**src/rtl/mm_tile_sequencer.sv**
```systemverilog
// rtl/mm_tile_sequencer.sv - row/column-group issue sequencer for a LANES-wide PE array
// Optional stall-cycle counter is built when MM_SEQ_STALL_CNT_EN is defined.
module mm_tile_sequencer #(
  parameter int N_MAX = 4,
  parameter int M_MAX = 4,
  parameter int LANES = 2,
  localparam int N_BIT_WIDTH = (N_MAX > 1) ? $clog2(N_MAX) : 1,
  localparam int M_BIT_WIDTH = (M_MAX > 1) ? $clog2(M_MAX) : 1,
  localparam int RW = $clog2(N_MAX + 1),
  localparam int CW = $clog2(M_MAX + 1)
) (
  input  logic                   clk,
  input  logic                   rst,
  input  logic                   start,
  input  logic                   abort,
  input  logic [RW-1:0]          cfg_rows,
  input  logic [CW-1:0]          cfg_cols,
  input  logic                   fetch_stall,
  input  logic                   fifo_full,
  input  logic                   PE_ready,
  input  logic                   data_stall,
  output logic                   fetch_row,
  output logic                   load_row,
  output logic                   fetch_col,
  output logic                   start_PE,
  output logic [LANES-1:0]       lane_mask,
  output logic [N_BIT_WIDTH-1:0] n,
  output logic [M_BIT_WIDTH-1:0] m,
  output logic                   busy,
  output logic                   done,
  output logic                   aborted,
  output logic                   cfg_err,
  output logic [31:0]            stall_cycles
);

  localparam int NW = RW + 1;
  localparam int MW = M_BIT_WIDTH + 1;

  typedef enum logic [2:0] {
    IDLE, FETCH_ROW, PREP_ROW, FETCH_COL, ISSUE_PE, ADVANCE, DRAIN
  } state_t;

  state_t        state;
  logic [RW-1:0] rows_q;
  logic [CW-1:0] cols_q;
  logic          can_fetch;
  logic          can_issue;
  logic          cfg_bad;
  logic          accept;
  logic          kill;
  logic          last_group;
  logic          last_row;
  logic [MW-1:0] m_next;

  assign can_fetch  = PE_ready & ~fetch_stall;
  assign can_issue  = PE_ready & ~fifo_full & ~data_stall;
  assign cfg_bad    = (cfg_rows == '0) || (cfg_cols == '0) ||
                      (cfg_rows > RW'(N_MAX)) || (cfg_cols > CW'(M_MAX));
  assign busy       = (state != IDLE);
  assign accept     = (state == IDLE) & start & ~cfg_bad;
  assign kill       = busy & abort;
  // Comparisons run one bit wider than m so m+LANES cannot wrap.
  assign m_next     = MW'(m) + MW'(LANES);
  assign last_group = (m_next >= MW'(cols_q));
  assign last_row   = ((NW'(n) + NW'(1)) == NW'(rows_q));

  always_comb begin
    lane_mask = '0;
    for (int i = 0; i < LANES; i++) begin
      lane_mask[i] = ((MW'(m) + MW'(i)) < MW'(cols_q));
    end
  end

  // Pulses are decoded from state so a stalled state simply re-evaluates next cycle.
  always_comb begin
    fetch_row = 1'b0;
    load_row  = 1'b0;
    fetch_col = 1'b0;
    start_PE  = 1'b0;
    cfg_err   = (state == IDLE) & start & cfg_bad;
    if (!kill) begin
      case (state)
        FETCH_ROW: fetch_row = can_fetch;
        PREP_ROW:  load_row  = ~data_stall;
        FETCH_COL: fetch_col = can_fetch;
        ISSUE_PE:  start_PE  = can_issue;
        default:   ;
      endcase
    end
  end

  always_ff @(posedge clk) begin
    if (rst) begin
      state   <= IDLE;
      n       <= '0;
      m       <= '0;
      rows_q  <= '0;
      cols_q  <= '0;
      done    <= 1'b0;
      aborted <= 1'b0;
    end else if (kill) begin
      state   <= IDLE;
      aborted <= 1'b1;
    end else begin
      case (state)
        IDLE: begin
          if (accept) begin
            rows_q  <= cfg_rows;
            cols_q  <= cfg_cols;
            n       <= '0;
            m       <= '0;
            done    <= 1'b0;
            aborted <= 1'b0;
            state   <= FETCH_ROW;
          end
        end
        FETCH_ROW: if (can_fetch)   state <= PREP_ROW;
        PREP_ROW:  if (!data_stall) state <= FETCH_COL;
        FETCH_COL: if (can_fetch)   state <= ISSUE_PE;
        ISSUE_PE:  if (can_issue)   state <= ADVANCE;
        ADVANCE: begin
          if (last_group && last_row) begin
            state <= DRAIN;
          end else if (last_group) begin
            m     <= '0;
            n     <= n + N_BIT_WIDTH'(1);
            state <= FETCH_ROW;
          end else begin
            m     <= M_BIT_WIDTH'(m_next);
            state <= FETCH_COL;
          end
        end
        DRAIN: begin
          if (PE_ready) begin
            done  <= 1'b1;
            state <= IDLE;
          end
        end
        default: state <= IDLE;
      endcase
    end
  end

`ifdef MM_SEQ_STALL_CNT_EN
  logic        stalled;
  logic [31:0] stall_q;

  always_comb begin
    stalled = 1'b0;
    case (state)
      FETCH_ROW: stalled = ~can_fetch;
      PREP_ROW:  stalled = data_stall;
      FETCH_COL: stalled = ~can_fetch;
      ISSUE_PE:  stalled = ~can_issue;
      DRAIN:     stalled = ~PE_ready;
      default:   stalled = 1'b0;
    endcase
  end

  // An aborted cycle leaves its state, so it is not counted as a stall.
  always_ff @(posedge clk) begin
    if (rst || accept) begin
      stall_q <= '0;
    end else if (stalled && !abort && (stall_q != '1)) begin
      stall_q <= stall_q + 32'd1;
    end
  end

  assign stall_cycles = stall_q;
`else
  assign stall_cycles = 32'd0;
`endif

endmodule

```
**config.mk**
```make
export PLATFORM = sky130hd
export DESIGN_NAME = mm_tile_sequencer
export DESIGN_NICKNAME = d
export VERILOG_FILES = /design/src/rtl/mm_tile_sequencer.sv
export SDC_FILE = /design/constraint.sdc
export NUM_CORES = 1
export LEC_CHECK = 0
export ABC_AREA = 1
export ABC_CLOCK_PERIOD_IN_PS = 1400
export BUFFER_PORTS_ARGS = -buffer_cell sky130_fd_sc_hd__buf_2
export CORE_MARGIN = 2
export CORE_UTILIZATION = 38
export DETAILED_ROUTE_END_ITERATION = 7
export HOLD_SLACK_MARGIN = 0.06
export PLACE_DENSITY = 0.7
export SKIP_LAST_GASP = 1
export SYNTH_ARGS = -nofsm -noshare
export SYNTH_HDL_FRONTEND = slang
export SYNTH_SLANG_ARGS = --single-unit
```
**constraint.sdc**
```tcl
create_clock -name clk -period 1.4 [get_ports clk]
set_input_delay 0.14 -clock clk [delete_from_list [all_inputs] [get_ports clk]]
set_output_delay 0.14 -clock clk [all_outputs]
set_load 0.005 [all_outputs]
```
### Yosys cells after proc, flatten, opt, wreduce, memory -nomap -nowiden

Index checks and enable logic that the tools add are counted.

* register bits after elaboration: 15
* output and inout port bits: 46

* $add $sub $neg: 4
* order comparisons: 5
* eq/ne operators: 15
* mux-type cells: 29
* bitwise logic cells: 12
* reduce and logical (&&, ||, !) cells: 19

Operator list (number)
* two-way mux 3 bit: 7
* one-hot mux 3 bit (7 select lines): 1
* != test 2 bit, second input constant: 8
* two-way mux 1 bit: 12
* two-way mux 2 bit: 6
* == test 3 bit, second input constant: 3
* zero test 3 bit: 3
* one-hot mux 2 bit (2 select lines): 2
* AND reduction 4 bit: 2
* nonzero test 2 bit: 4
* AND 1 bit: 7
* adder 2 x 1 -> 3 bit, second input constant: 2
* == test 3 x 2 -> 1 bit, second input constant: 2
* > comparator 3 bit, second input constant: 2
* AND reduction 6 bit: 1
* inverter 1 bit: 5
* AND reduction 5 bit: 1
* adder 2 x 2 -> 3 bit, second input constant: 1
* == test 3 x 1 -> 1 bit, second input constant: 1
* == test 3 bit: 1
* >= comparator 3 bit: 1
* logical OR 1 bit: 3
* < comparator 2 x 3 -> 1 bit: 1
* < comparator 3 bit: 1
* other kinds (7): 7

### Depth between registers and ports, before layout

* word-level depth: 9
* depth in mapped cells: 12
* mapped depth without buffers: 12

### Worst setup path after synthesis

OpenSTA, ideal clock, no wires.

* path kind: reg-to-reg
* from: register m[1]
* to: register n[0]
* library setup time: 0.114 ns
* arrival time: 1.406 ns
* slack: -0.120 ns
* stages on the path, launching flop included: 11
* buffers on the path: 0
* path through: dfxtp_1 > inv_1 > ha_1 > nand3_1 > nand2_1 > nand4_1 > nand2_2 > nor2_2 > nand2_1 > nand2_1 > nor2_2

* cells in the longest elaborated chain, start to end: 5

RTL lines
* start: declaration: RTL line 28 `output logic [M_BIT_WIDTH-1:0] m,`
* start signal: assignment: RTL line 129 `m <= M_BIT_WIDTH'(m_next);`
* adder 2 x 2 -> 3 bit (*): RTL line 63 `assign m_next = MW'(m) + MW'(LANES);`
* >= comparator 3 bit (*): RTL line 64 `assign last_group = (m_next >= MW'(cols_q));`
* logical AND 1 bit: RTL line 122 `if (last_group && last_row) begin`
* != test 2 bit (no source line)
* AND reduction 5 bit (no source line) (*)
* end signal: assignment: RTL line 126 `n <= n + N_BIT_WIDTH'(1);`
* end: declaration: RTL line 27 `output logic [N_BIT_WIDTH-1:0] n,`

Mark *: on every way between the ends. The rest lies on a longest branch, timed or not.
A chain may end at the register's enable or synchronous reset.

### Worst setup path after layout

* from: register n[0]
* to: register m[1]

* cells in the longest elaborated chain, start to end: 5

RTL lines
* adder 2 x 1 -> 3 bit: RTL line 65 `assign last_row = ((NW'(n) + NW'(1)) == NW'(rows_q));`
* == test 3 bit: RTL line 65
* logical AND 1 bit: RTL line 122
* != test 2 bit (no source line)
* AND reduction 4 bit (no source line)

Every way passes these cells.

==> impl_metrics.toml <==
[outcome]
status = "finished with violations"
violations = "setup timing"

[synthesis]
yosys-top-cells-area = "dfxtp_1 (22%), buf_4 (19%), nand2_1 (12%)"
netlist_area_um2 = 1271
synth.top_cell.area_share_pct = 22.05
synth_cells = 194
ys_ff_latch = 14
ys_seq_area_share_pct = 22.05
synth.largest_area_cell = "dfxtp_1"
synth_cell_types = 25
yosysWarningCount = 0
syn-mean-instance-area_um2 = 6.553

[route]
via_per_inst = 4.358
drc_errors = 0
ant_nets = 0
wirelength_um = 2738
wire_per_inst_um = 9.507
drtPass1Iterations = 4
dr_total_vias = 1255
drt_iter0_markers = 39

[pwr]
leakage_nw = 0.8389
ir_drop_mv = 0.4527
p_per_area_nw_per_um2 = 1180

[clock_tree]
clockBufferDepth = 2
cts_buffers = 3
clkLatencyLatePin_ns = 0.28
clock_sinks = 14
cts_max_level = 1
cts_tree = "done"
clk_pin_slew_ns = 0.09
root_buffer = "clkbuf_4"

[worst_setup_path]
cp.arrival_ns = 1.67
worstSetupEndpointType = "flip-flop"
startpoint_type = "flip-flop"
startpoint = "n[0]"
path_class = "reg2reg"
crit_fanout = 4
critPathRequiredTime_ns = 1.58
r2r_slack_ns = -0.09
r2r_start = "n[0]"

[final_layout]
fin_nets = 262
final_cell_mix = "nand2_1 (35), conb_1 (33), buf_2 (26), buf_4 (18), inv_1 (16)"
final_common_cell = "nand2_1"
drive_gt1_share_pct = 44.63
syn_to_final_growth_pct = 31.40
antennaDiodeCount = 0

[grt]
grt_first_pass_wirelength_um = 4202
grt-ovfl-total = 0
grtUsageTotal_pct = 14.79
grt_max_degree = 11
antenna_found_initial = 0
first_global_vias = 1069

[worst_hold_path]
hold_class = "in2reg"
worstHoldStart = "cfg_rows[2]"

[timing]
hold_slack_ns = 0.1652
max_freq_mhz = 671.8
final_hold_viol_count = 0
setup_viol = 5
rsz0062_at_grt = "true"
fin_ws_ns = -0.08856
period_needed_ns = 1.489
drv_slew = 0
clock_skew_ns = 0.002244
min_period_over_period_pct = 106.3
fin_tns_setup_ns = -0.3076

[place]
place_ws_ns = -0.1422
io_buffers = 26
dp_hpwl_um = 2061
place.gp.congestion = 0.8311

[die]
fp.dieH_um = 61.84
floorplan.initialDensity_pct = 38.70
die_w_um = 61.84
io_pins = 60
num_rows = 21
die-area_um2 = 3824
core_area_um2 = 3284

[job]
cap_violations = 0
==> per-layer routing <==
metal | vias up | routed length (µm) | track usage, %
li1 | 632 | - | -
met1 | 561 | 1134 | 16.77
met2 | 51 | 1385 | 26.47
met3 | 11 | 134 | 2.070
met4 | 0 | 83 | 8.207
met5 | - | 0 | 0
==> per-stage QoR <==
stage               cell area [µm²]  cells  power, W  utilization [%]
floorplan                      1446    226  0.001254                -
global placement               1471    276  0.001440            44.80
detailed placement             1471    276  0.001463            44.80
CTS                            1614    287  0.001887            49.14
global route                   1670    288  0.002149            50.86
finish                         1670    288  0.001972            50.86
==> cell type report <==
type	count	area, µm²
sequential	14	300.3
timing repair buffer	46	286.5
inverter	29	118.9
clock buffer	4	36.28
multi-input combinational	149	870.8
fill	324	1614
tap	46	57.56
==> cells by family (layout without fill, tap and decap cells) <==
| family | Yosys count | in the layout | share of synthesized area [%] |
|---|---|---|---|
| AO/OA/AOI/OAI | 25 | 25 | 10.53 |
| XOR/XNOR | 1 | 1 | 0.6891 |
| adder cells (fa/ha/maj) | 5 | 5 | 4.921 |
| buffers and inverters | 63 | 79 | 28.64 |
| flip-flops | 14 | 14 | 22.05 |
| other | 1 | 33 | 0.2950 |
| AND/OR/NAND/NOR | 85 | 85 | 32.87 |
==> synthesized netlist by cell type, drive strengths merged <==
cell type	count
a21boi	1
a21oi	12
buf	34
conb	1
dfxtp	14
ha	5
inv	29
nand2	46
nand3	6
nand4	2
nor2	25
nor3	5
o21ai	11
o21bai	1
or2	1
xnor2	1
==> registers in the layout (all words and copies together) (netlist names) <==
signal and count:
rows_q 3, state 3, aborted 1, n 2
m 1, cols_q 3, done 1
==> critical path, stage by stage (launching register included) <==
cell and delay, ns:
dfxtp_4 0.36, ha_4 0.26, inv_2 0.04, nand2_2 0.05, nand2_2 0.06, nor2_4 0.09
nand4_1 0.13, nand2_2 0.15, inv_2 0.05, nand2_1 0.06, nand2_1 0.05, inv_1 0.05
nor2_1 0.04
==> report_power, final <==
part           switching, W  total [W]  internal (W)
clock              0.000138   0.000296      0.000158
sequential        0.0000581   0.000536      0.000478
combinational      0.000627    0.00114      0.000513
==> timing repair <==
item                                    CTS  global route
hold endpoints to repair                  2             0
endpoints found under the setup margin   10            15
hold buffers                              1             0
setup buffers                             6             1
resized for setup                        18            18
pin swaps                                14            15
==> path summary, 6_finish.rpt <==
check | to | cells after the start
max | m[1] | 12
min | rows_q[2] | 3
min reg2reg | rows_q[2] | 2
max reg2reg | m[1] | 12
Note: power is estimated with default switching activity, not from simulation.
